File: config.mk
export PLATFORM = sky130hd
export DESIGN_NAME = rng_arbiter
export DESIGN_NICKNAME = d
export VERILOG_FILES = /design/src/rtl/rng_arbiter.sv
export SDC_FILE = /design/constraint.sdc
export NUM_CORES = 1
export LEC_CHECK = 0
export BUFFER_PORTS_ARGS = -buffer_cell sky130_fd_sc_hd__clkbuf_2
export CAP_MARGIN = 20
export CORE_MARGIN = 10
export CORE_UTILIZATION = 56
export CTS_BUF_LIST = sky130_fd_sc_hd__clkbuf_8
export CTS_CLUSTER_DIAMETER = 150
export DETAILED_ROUTE_END_ITERATION = 10
export MAX_ROUTING_LAYER = met4
export PLACE_DENSITY_LB_ADDON = 0.08
export SLEW_MARGIN = 0
export SYNTH_ARGS = -nofsm -noshare
export SYNTH_HDL_FRONTEND = slang
export SYNTH_SLANG_ARGS = --single-unit
File: constraint.sdc
create_clock -name clk -period 2.9 [get_ports clk]
set_input_delay 0.145 -clock clk [delete_from_list [all_inputs] [get_ports clk]]
set_output_delay 0.145 -clock clk [all_outputs]
set_load 0.01 [all_outputs]
File: src/rtl/rng_arbiter.sv
// Round-robin arbiter sharing one free-running random-byte source among NREQ
// requesters over a four-phase req/ack handshake, with a post-release cooldown.
module rng_arbiter #(
  parameter int NREQ    = 2,
  parameter int MIN_GAP = 3,
  parameter int CNT_W   = 16,
  localparam int ID_W   = (NREQ > 1) ? $clog2(NREQ) : 1
) (
  input  logic                 clk,
  input  logic                 rst,
  input  logic [7:0]           rnd,
  input  logic [NREQ-1:0]      req,
  input  logic [8*NREQ-1:0]    mask,
  output logic [NREQ-1:0]      ack,
  output logic [7:0]           data,
  output logic [ID_W-1:0]      grant_id,
  output logic                 busy,
  output logic [CNT_W-1:0]     draw_count
);

  typedef enum logic [1:0] {S_IDLE, S_ACK, S_GAP} state_t;

  state_t          state;
  logic [ID_W-1:0] last;
  logic [7:0]      gap_cnt;

  logic [ID_W-1:0] win;
  logic [ID_W-1:0] win_hi;
  logic [ID_W-1:0] win_lo;
  logic            found_hi;
  logic            found_lo;
  logic [NREQ-1:0] win_onehot;
  logic [7:0]      win_mask;
  logic            owner_req;

  // Round-robin: first requester above `last`, otherwise wrap to the lowest one.
  always_comb begin
    win_hi   = '0;
    win_lo   = '0;
    found_hi = 1'b0;
    found_lo = 1'b0;
    for (int unsigned i = 0; i < NREQ; i++) begin
      if (req[i]) begin
        if (!found_hi && (ID_W'(i) > last)) begin
          found_hi = 1'b1;
          win_hi   = ID_W'(i);
        end
        if (!found_lo) begin
          found_lo = 1'b1;
          win_lo   = ID_W'(i);
        end
      end
    end
    win = found_hi ? win_hi : win_lo;
  end

  always_comb begin
    win_onehot = '0;
    win_mask   = '0;
    for (int unsigned i = 0; i < NREQ; i++) begin
      if (ID_W'(i) == win) begin
        win_onehot[i] = 1'b1;
        win_mask      = mask[8*i +: 8];
      end
    end
  end

  // ack is one-hot on the owner, so this is the owner's current request level.
  assign owner_req = |(req & ack);

  always_ff @(posedge clk or posedge rst) begin
    if (rst) begin
      state      <= S_IDLE;
      ack        <= '0;
      data       <= '0;
      grant_id   <= '0;
      busy       <= 1'b0;
      draw_count <= '0;
      gap_cnt    <= '0;
      last       <= ID_W'(NREQ - 1);
    end else begin
      case (state)
        S_IDLE: begin
          if (|req) begin
            ack        <= win_onehot;
            data       <= rnd & win_mask;
            grant_id   <= win;
            last       <= win;
            draw_count <= draw_count + CNT_W'(1);
            busy       <= 1'b1;
            state      <= S_ACK;
          end
        end
        S_ACK: begin
          if (!owner_req) begin
            ack <= '0;
            if (MIN_GAP == 0) begin
              busy  <= 1'b0;
              state <= S_IDLE;
            end else begin
              gap_cnt <= 8'(MIN_GAP);
              state   <= S_GAP;
            end
          end
        end
        S_GAP: begin
          gap_cnt <= gap_cnt - 8'd1;
          if (gap_cnt == 8'd1) begin
            busy  <= 1'b0;
            state <= S_IDLE;
          end
        end
        default: begin
          busy  <= 1'b0;
          state <= S_IDLE;
        end
      endcase
    end
  end

endmodule

==> metrics.md, run 1 <==
| Metric | Value |
|---|---|
| Status | `completed` |
| PnR worst setup slack | `1.24 ns` |
| Initial antenna violation count | `0` |
| Reg clk slew, reported paths | `approximately 0.08 ns` |
| Gr usage total | `between 10% and 20%` |
| Chip width | `76.5 µm` |
| Worst Reg-to-Reg Cells | `4` |
| Dpl ws | `1.28 ns` |
| Hold_ws | `0.0776 ns` |
| Port bufs | `55` |
| Initial core utilization | `58.6%` |
| # setup viols final | `0` |
| Most frequent cell after synthesis | `dfrtp_1` |
| Gpl congestion | `slightly below 0.8` |
| WP buf/inv | `0` |
| Crit-path slowest cell | `or4_4` |
| Minimum clock period after layout | `1.66 ns` |
| R2R Setup Slk | `1.24 ns` |
| TNS Setup | `0 ns` |
| First-pass GRT wire length | `7040 µm` |
| Ant. Diodes | `0` |
| Layout Cells excl Fill | `270` |
| FILL cells | `248` |
| Hold Fails Final Rpt | `0` |
| Syn-to-layout area delta | `24.8%` |
| HPWL after detailed placement | `3120 µm` |
| Max VDD drop | `between 0.3 and 0.4 mV` |
| Syn_nets | `just under 200` |
| CORE AREA | `3050 µm²` |
| Leakage | `1.11 nW` |
| Grt total ovfl | `0` |
| H-tree levels | `2` |
| Ys flop type | `dfrtp_1` |
| Slew Limit Fails | `0` |
| Setup crit start kind | `register` |
| CP Data Arrival Time | `1.85 ns` |
| Number of global-route vias before repair | `between 1.5k and 2k` |
| CP Data Required Time | `approximately 3 ns` |
| IO Pins | `56` |
| Worst Tran Pin Value | `0.918 ns` |
| Hold WC Path Type | `in2reg` |
| DP Cell Count | `between 200 and 300` |
| Synth unique cells | `36` |
| Share of layout cells above drive strength 1 | `30.5%` |
| Routed WL per cell | `15.2 µm` |
| Crit. Startpoint | `gap_cnt[2]$_DFFE_PP0P_` |
| Full die area | `5860 µm²` |
| Hold Crit Depth | `3` |
| CTS tree | `yes` |
| Slew margin rel. | `38.4%` |
| Synth area leader | `dfrtp_1` |
| Worst hold endpoint | `data[7]$_DFFE_PP0P_` |
| R2R Path End | `busy$_DFFE_PP0P_` |
| Worst-skew pair later-pin latency | `0.29 ns` |
| Fmax | `601 MHz` |
| FP Rows | `20` |
| Largest net degree at the start of global routing | `40` |
| Detail Route Antenna Nets | `0` |
| Number of DRC markers in iteration 0 | `101` |
| Post_cts resized | `0` |
| RSZ-0062 raised after global routing | `false` |
| CTS buffer count | `5` |
| FF/Latch Area | `977 µm²` |
| Hold path startpoint | `rnd[7]` |
| Main area contributors after synthesis | `dfrtp_1 53%, xnor2_1 6.8%, nand2_1 6.3%` |
| RR Startpoint | `gap_cnt[2]$_DFFE_PP0P_` |
| Commonest cells post-synth | `38 x dfrtp_1, 30 x nand2_1, 14 x xnor2_1` |
| Top-area cell type share of the netlist area | `53.1%` |
| Synth Register Bits | `39` |
| Post-route clock period utilization | `between 50% and 60%` |
| CTS root buf | `clkbuf_8` |
| Setup Crit Path Kind | `reg2reg` |
| CP delay by family, top | `simple AND/OR/NAND/NOR gates` |
| Die Ht | `approximately 77 µm` |
| Post-synthesis area per instance | `~11 µm²` |
| Bufs on Longest Clock Path | `2` |
| Vias per cell | `5.47` |
| Number of max-cap violations | `0` |
| CP peak stage delay | `0.61 ns` |
| Final core occ | `73.2%` |
| Area of the multi-input gates | `approximately 770 µm²` |
| Clk sinks | `39` |
| Post-synth EDFFs | `0` |
| Worst-path cell chain | `or4_4 -> nor4b_4 -> o21ai_1 -> o21a_1` |
| Warnings, synthesis | `0` |
| Critical path endpoint category | `register` |
| Async SR Flop Fraction | `100%` |
| Via Count | `1478` |
| DRT Pass-1 Iters | `4` |
| Post-route clock skew | `0.00983 ns` |
| Pwr dens | `470 nW/µm²` |
| Cell Area, Synth | `~1800 µm²` |
| Register area share after synthesis | `between 50% and 60%` |
| Mapped Cells | `166` |
| Worst-path fanout max | `8` |
| # DRC | `0` |
| Fin nets | `approximately 260` |
| Routed WL | `slightly above 4000 µm` |
[area by class of cell]
class	instances	area share [%]
flip-flops and latches	39	43.7
repair buffers	58	13.4
multi-input cells	117	34.4
inverters	4	0.672
clock inverters	2	1.57
clock buffers	6	3.70
well taps	44	2.46
[worst max path at each step]
stage	to	slack [ns]	cells past startpoint
3_3_place_gp	busy$_DFFE_PP0P_	1.34	4
4_1_cts	draw_count[2]$_DFFE_PP0P_	1.25	4
3_5_place_dp	busy$_DFFE_PP0P_	1.28	4
2_1_floorplan	busy$_DFFE_PP0P_	1.39	4
6_report	busy$_DFFE_PP0P_	1.24	4
5_1_grt	draw_count[2]$_DFFE_PP0P_	1.17	4
[cell families after synthesis]
kind of cell	Yosys count	synth area share (%)
compound gates	34	12.2
flops	39	54.6
fa+ha+maj	3	2.10
mux	9	5.03
simple gates	56	16.4
buf+inv	10	2.45
xor+xnor	15	7.34
[per-layer routing]
metal,part of all wire [%],track usage (%),vias to the layer above
li1,-,-,706
met2,47,23.3,53
met4,2.0,7.25,0
met1,46,17.0,709
met5,0,-,-
met3,5.6,4.48,10
[what timing repair did]
item / CTS / global route
hold endpoints to repair: 38 / 0
hold buffers: 1 / 0
setup buffers: 0 / 0
[report_power, final]
part,total [mW],switching (mW),internal [mW],leakage (nW)
Sequential,0.544,0,0.544,0.511
Clock,0.463,0.185,0.278,0.0612
Combinational,0.0441,0.0228,0.0213,0.536
[flip-flops by register name, indices dropped and copies added, names as in the netlist]
name        cells
ack             2
busy            1
data            8
draw_count     16
gap_cnt         8
grant_id        1
last            1
state           2
[worst register-to-register path, delay by kind of cell (launching register included)]
family / cells / cell delay [ns]
simple gates: 2 / 0.89
flops: 1 / 0.46
compound gates: 2 / 0.20
[per-stage QoR]
step | instance area, µm² | total power [mW]
finish | 2230 | 1.05
global route | 2230 | 1.09
CTS | 2230 | 1.06
detailed placement | 2110 | 0.598
global placement | 2110 | 0.596
floorplan | 1790 | 0.573
[layout by cell type (no fill, tap or decap), types with 2 or more instances in the layout]
| cell | netlist | layout |
|---|---|---|
| nand4_1 | 3 | 3 |
| xnor2_1 | 14 | 14 |
| nand3_1 | 8 | 8 |
| o21a_1 | 3 | 3 |
| ha_1 | 3 | 3 |
| mux2i_1 | 9 | 9 |
| o21ai_0 | 13 | 13 |
| o211ai_1 | 3 | 3 |
| o41ai_1 | 2 | 2 |
| clkbuf_8 | 0 | 6 |
| buf_4 | 1 | 2 |
| o31ai_1 | 2 | 2 |
| and3_1 | 3 | 3 |
| dfrtp_1 | 38 | 38 |
| inv_1 | 4 | 4 |
| and4_1 | 3 | 3 |
| nand2_1 | 30 | 30 |
| nor2_1 | 2 | 2 |
| o21ai_1 | 2 | 2 |
| a21oi_1 | 3 | 3 |
| clkbuf_2 | 0 | 55 |
Note: power is estimated with default switching activity, not from simulation.
==> run 2, diff against run 1 <==
--- a/config.mk
+++ b/config.mk
@@ -8,7 +8,7 @@
 export BUFFER_PORTS_ARGS = -buffer_cell sky130_fd_sc_hd__clkbuf_2
 export CAP_MARGIN = 20
 export CORE_MARGIN = 10
-export CORE_UTILIZATION = 56
+export CORE_UTILIZATION = 47
 export CTS_BUF_LIST = sky130_fd_sc_hd__clkbuf_8
 export CTS_CLUSTER_DIAMETER = 150
 export DETAILED_ROUTE_END_ITERATION = 10
==> constraint.sdc (replaced) <==
create_clock -name clk -period 1.49 [get_ports clk]
set_input_delay 0.0745 -clock clk [delete_from_list [all_inputs] [get_ports clk]]
set_output_delay 0.0745 -clock clk [all_outputs]
set_load 0.01 [all_outputs]
==> metrics.md, run 2 (synthesized netlist as in run 1, its figures left out) <==
| Metric | Value |
|---|---|
| H-tree levels | `2 (unchanged)` |
| Fmax | `651 MHz (+8.3%)` |
| Setup crit start kind | `register` |
| CTS buffer count | `5 (unchanged)` |
| Fin nets | `277 (+8.2%)` |
| Worst-path fanout max | `3 (-5)` |
| Hold WC Path Type | `in2reg` |
| Bufs on Longest Clock Path | `2 (unchanged)` |
| CP Data Required Time | `1.65 ns (-1.43 ns)` |
| Status | `complete, but fails checks` |
| Area of the multi-input gates | `813 µm² (+5.7%)` |
| Hold_ws | `0.00898 ns (-0.0687 ns)` |
| Detail Route Antenna Nets | `0 (unchanged)` |
| Ant. Diodes | `0 (unchanged)` |
| Gpl congestion | `0.796 (+2.5%)` |
| Port bufs | `55 (unchanged)` |
| Grt total ovfl | `0 (unchanged)` |
| Slew margin rel. | `67.4% (+29 points)` |
| FILL cells | `291 (+17%)` |
| FF/Latch Area | `978 µm² (+0.13%)` |
| Max VDD drop | `0.660 mV (+110%)` |
| IO Pins | `56 (unchanged)` |
| Most frequent cells in the layout | `55 x clkbuf_2, 37 x dfrtp_1, 30 x nand2_1` |
| Reg clk slew, reported paths | `0.08 ns (about the same)` |
| Routed WL | `4460 µm (+8.5%)` |
| R2R Path End | `gap_cnt[7]$_DFFE_PP0P_` |
| RSZ-0062 raised after global routing | `true` |
| Die Ht | `81.7 µm (+6.8%)` |
| Routed WL per cell | `15.1 µm (-0.71%)` |
| Top reg by flops | `draw_count` |
| CORE AREA | `3660 µm² (+20%)` |
| DRT Pass-1 Iters | `4 (unchanged)` |
| Pwr dens | `895 nW/µm² (+90%)` |
| Gr usage total | `14.2% (-0.64 points)` |
| Number of max-cap violations | `0 (unchanged)` |
| Initial antenna violation count | `0 (unchanged)` |
| Number of DRC markers in iteration 0 | `72 (-29%)` |
| CP Data Arrival Time | `1.70 ns (-0.15 ns)` |
| CP Capture Point | `gap_cnt[7]$_DFFE_PP0P_` |
| Setup Crit Path Kind | `reg2reg` |
| # DRC | `0 (unchanged)` |
| Hold Fails Final Rpt | `0 (unchanged)` |
| # setup viols final | `2 (+2)` |
| Critical path endpoint category | `register` |
| Worst Reg-to-Reg Cells | `3 (-1)` |
| HPWL after detailed placement | `3290 µm (+5.6%)` |
| Chip width | `81.7 µm (+6.8%)` |
| Crit. Startpoint | `gap_cnt[5]$_DFFE_PP0P_` |
| Worst-skew pair later-pin latency | `0.29 ns (about the same)` |
| Vias per cell | `5.22 (-4.7%)` |
| Commonest non-fill, non-tap cell in the layout | `clkbuf_2` |
| Post-route cell area | `2470 µm² (+10%)` |
| Largest regs | `draw_count x16, data x8, gap_cnt x8` |
| Via Count | `1539 (+4.1%)` |
| Leakage | `1.22 nW (+10%)` |
| Syn-to-layout area delta | `37.9%` |
| First-pass GRT wire length | `7280 µm (+3.3%)` |
| FP Rows | `22 (+10%)` |
| Share of layout cells above drive strength 1 | `38.9% (+8.3 points)` |
| R2R Setup Slk | `-0.05 ns (-1.28 ns)` |
| Clk sinks | `39 (unchanged)` |
| Placed cell area | `2220 µm² (+5.6%)` |
| Largest net degree at the start of global routing | `40 (unchanged)` |
| Post-route clock period utilization | `103% (+46 points)` |
| CTS tree | `yes` |
| Full die area | `6680 µm² (+14%)` |
| PnR worst setup slack | `-0.0464 ns (-1.28 ns)` |
| Post-route clock skew | `0.00444 ns (-0.00539 ns)` |
| Minimum clock period after layout | `1.54 ns (-0.127 ns)` |
| Initial core utilization | `48.9% (-9.7 points)` |
| Slew Limit Fails | `0 (unchanged)` |
| Failing checks | `setup timing` |
| Worst Tran Pin Value | `0.489 ns (-0.430 ns)` |
| CTS root buf | `clkbuf_8` |
| Max reg flops | `16 (unchanged)` |
| Number of global-route vias before repair | `1625 (+4.3%)` |
| Final core occ | `67.4% (-5.8 points)` |
| RR Startpoint | `gap_cnt[5]$_DFFE_PP0P_` |
## run 2: cell type report
type / count / share of cell area, %
clock buffer: 5 / 2.79
inverter: 4 / 0.608
multi-input combinational: 117 / 32.9
tap: 48 / 2.43
timing repair buffer: 79 / 18.9
sequential: 39 / 39.6
clock inverter: 3 / 2.74
## run 2: where the power goes
part	internal (mW)	switching, mW
clock network	0.668	0.383
logic	0.0502	0.0495
registers	1.06	0
## run 2: what timing repair did
action | CTS | global route
gates resized for setup | 5 | 6
endpoints found under the setup margin | 16 | 21
setup buffers | 2 | 1
hold buffers | 4 | 0
hold endpoints to repair | 41 | 0
## run 2: how the worst min path moves through the flow
stage	startpoint	endpoint	slack (ns)	cells after the start
after floorplan	req[0]	last$_DFFE_PP1P_	0.14	1
after global placement	rst	gap_cnt[5]$_DFFE_PP0P_	0.19	3
after detailed placement	rst	draw_count[5]$_DFFE_PP0P_	0.20	3
after CTS	rnd[4]	data[4]$_DFFE_PP0P_	0.0004	3
after global routing	rnd[6]	data[6]$_DFFE_PP0P_	0.002	3
final	rnd[6]	data[6]$_DFFE_PP0P_	0.009	3
## run 2: metal layers
metal	wire [µm]	global-route usage, %
met1	1810	15.9
met2	2280	23.0
met3	310	5.13
met4	62	4.76
met5	0	-
## run 2: through the flow
stage | setup TNS (ns) | cells | total power [mW] | setup WS, ns
2_1_floorplan | 0 | 166 | 1.12 | 0.0195
4_1_cts | -0.0529 | 294 | 2.23 | -0.0434
3_3_place_gp | -1.82 | 280 | 1.16 | -0.209
3_5_place_dp | -2.63 | 280 | 1.17 | -0.325
6_report | -0.0731 | 295 | 2.21 | -0.0464
5_1_grt | -0.378 | 295 | 2.31 | -0.0998
## run 2: critical path, cell delays in order, from the launching register on
cell	delay [ns]
dfrtp_1	0.38
or4_4	0.57
o311ai_1	0.32
o41ai_2	0.13
==> run 3, diff against run 2 <==
--- a/config.mk
+++ b/config.mk
@@ -7,7 +7,6 @@
 export LEC_CHECK = 0
 export BUFFER_PORTS_ARGS = -buffer_cell sky130_fd_sc_hd__clkbuf_2
 export CAP_MARGIN = 20
-export CORE_MARGIN = 10
 export CORE_UTILIZATION = 47
 export CTS_BUF_LIST = sky130_fd_sc_hd__clkbuf_8
 export CTS_CLUSTER_DIAMETER = 150
==> metrics.md, run 3 (synthesized netlist as in run 1, its figures left out) <==
| Metric | Value |
|---|---|
| Routed WL per cell | `13.3 µm (-12%)` |
| Full die area | `4060 µm² (-39%)` |
| IO Pins | `56 (unchanged)` |
| Worst Tran Pin Value | `0.485 ns (-0.00315 ns)` |
| Initial antenna violation count | `0 (unchanged)` |
| Max VDD drop | `0.588 mV (-11%)` |
| CTS root buf | `clkbuf_8` |
| Hold Crit Depth | `3 (unchanged)` |
| Ant. Diodes | `0 (unchanged)` |
| Worst-path fanout max | `3 (unchanged)` |
| Status | `complete, but fails checks` |
| Gpl congestion | `0.754 (-5.4%)` |
| Port bufs | `55 (unchanged)` |
| HPWL after detailed placement | `2780 µm (-16%)` |
| Grt total ovfl | `0 (unchanged)` |
| Dpl ws | `-0.269 ns (+0.0559 ns)` |
| Commonest non-fill, non-tap cell in the layout | `clkbuf_2` |
| Number of DRC markers in iteration 0 | `54 (-25%)` |
| FP Rows | `22 (unchanged)` |
| Reg clk slew, reported paths | `0.07 ns (about the same)` |
| DP Cell Count | `277 (-1.1%)` |
| Worst-skew pair later-pin latency | `0.28 ns (about the same)` |
| Minimum clock period after layout | `1.51 ns (-0.0246 ns)` |
| Leakage | `1.18 nW (-3.2%)` |
| Max reg flops | `16 (unchanged)` |
| Internal | `1.52 mW (-14%)` |
| Share of power burned in registers | `55.4% (+7.5 points)` |
| Routed WL | `3850 µm (-14%)` |
| Clk sinks | `39 (unchanged)` |
| Post-route clock period utilization | `101% (-1.7 points)` |
| First-pass GRT wire length | `6410 µm (-12%)` |
| CORE AREA | `3660 µm² (unchanged)` |
| Initial core utilization | `48.9% (unchanged)` |
| Syn-to-layout area delta | `32.8%` |
| Total Power | `1.91 mW (-14%)` |
| Layout Cells excl Fill | `289 (-2.0%)` |
| Chip width | `63.7 µm (-22%)` |
| Number of max-cap violations | `0 (unchanged)` |
| Pwr dens | `803 nW/µm² (-10%)` |
| Fin nets | `271 (-2.2%)` |
| Number of global-route vias before repair | `1449 (-11%)` |
| Share of layout cells above drive strength 1 | `37.8% (-1.1 points)` |
| Top reg by flops | `draw_count` |
| Clock share of power | `39.8% (-7.8 points)` |
| PnR worst setup slack | `-0.0218 ns (+0.0246 ns)` |
| Slew Limit Fails | `0 (unchanged)` |
| Fmax | `661 MHz (+1.6%)` |
| # setup viols final | `1 (-1)` |
| Most frequent cells in the layout | `55 x clkbuf_2, 37 x dfrtp_1, 30 x nand2_1` |
| Slew margin rel. | `67.6% (+0.21 points)` |
| Largest regs | `draw_count x16, data x8, gap_cnt x8` |
| Bufs on Longest Clock Path | `2 (unchanged)` |
| Hold_ws | `0.00925 ns (+0.000269 ns)` |
| DRT Pass-1 Iters | `4 (unchanged)` |
| Worst Reg-to-Reg Cells | `4 (+1)` |
| Failing checks | `setup timing` |
| H-tree levels | `2 (unchanged)` |
| Die Ht | `63.7 µm (-22%)` |
| CTS buffer count | `5 (unchanged)` |
| # DRC | `0 (unchanged)` |
| Setup Crit Path Kind | `reg2reg` |
| Critical path endpoint category | `register` |
| Via Count | `1523 (-1.0%)` |
| Vias per cell | `5.27 (+1.0%)` |
| TNS Setup | `-0.0218 ns (+0.0513 ns)` |
| Largest net degree at the start of global routing | `40 (unchanged)` |
| RSZ-0062 raised after global routing | `true` |
| CP Data Arrival Time | `1.69 ns (about the same)` |
| Gr usage total | `21.1% (+6.9 points)` |
| Setup crit start kind | `register` |
| CTS tree | `yes` |
| Detail Route Antenna Nets | `0 (unchanged)` |
| Post-route clock skew | `0.00335 ns (-0.00109 ns)` |
| Hold WC Path Type | `in2reg` |
| Sw Share | `20.4% (+0.84 points)` |
| Hold Fails Final Rpt | `0 (unchanged)` |
| NetSw | `0.390 mW (-9.8%)` |
| CP Data Required Time | `1.66 ns (about the same)` |
| Gate power share | `4.8% (+0.3 points)` |
run 3: power by group through the flow:
| stage | logic (mW) | clock network, mW | registers [mW] |
|---|---|---|---|
| global placement | 0.0863 | 0 | 1.08 |
| global route | 0.104 | 0.836 | 1.06 |
| floorplan | 0.0370 | 0 | 1.08 |
| CTS | 0.0920 | 0.777 | 1.06 |
| detailed placement | 0.0895 | 0 | 1.08 |
| finish | 0.0919 | 0.759 | 1.06 |
run 3: path summary, 6_finish.rpt:
| check | start | to | slack, ns |
|---|---|---|---|
| min in group asynchronous | rst | gap_cnt[0]$_DFFE_PP0P_ | 0.43 |
| max in group asynchronous | rst | last$_DFFE_PP1P_ | 0.69 |
| setup reg to reg | gap_cnt[5]$_DFFE_PP0P_ | busy$_DFFE_PP0P_ | -0.02 |
| setup / recovery | gap_cnt[5]$_DFFE_PP0P_ | busy$_DFFE_PP0P_ | -0.02 |
| hold reg to reg | draw_count[15]$_DFFE_PP0P_ | draw_count[15]$_DFFE_PP0P_ | 0.48 |
| hold / removal | rnd[4] | data[4]$_DFFE_PP0P_ | 0.009 |
run 3: per-layer routing:
layer / global-route usage (%) / up-vias / share of wire (%)
met2: 33.0 / 35 / 48
met4: 6.82 / 0 / 1.2
met3: 3.80 / 5 / 3.4
li1: - / 737 / -
met1: 27.7 / 746 / 47
met5: - / - / 0
run 3: layout make-up:
type | count | area [µm²]
fillers | 301 | 1280
well taps | 48 | 60.1
clock buffers | 7 | 96.3
multi-input cells | 117 | 811
flip-flops and latches | 39 | 978
clock inverters | 1 | 3.75
inverters | 4 | 15.0
repair buffers | 73 | 413
run 3: critical path, stage by stage (launching register included):
cell,delay (ns)
dfrtp_1,0.39
or4_4,0.57
nor4b_4,0.24
o21ai_1,0.09
o21a_1,0.11
run 3: repair_timing:
item	CTS	global route
setup buffers	2	1
hold endpoints to repair	38	0
resized for setup	2	10
hold buffers	1	0
endpoints found under the setup margin	13	18
pin swaps	1	2
run 3: through the flow:
stage,util (%),instance area [µm²]
global placement,60.2,2200
global route,64.9,2380
detailed placement,60.2,2200
floorplan,-,1790
CTS,63.8,2340
finish,64.9,2380
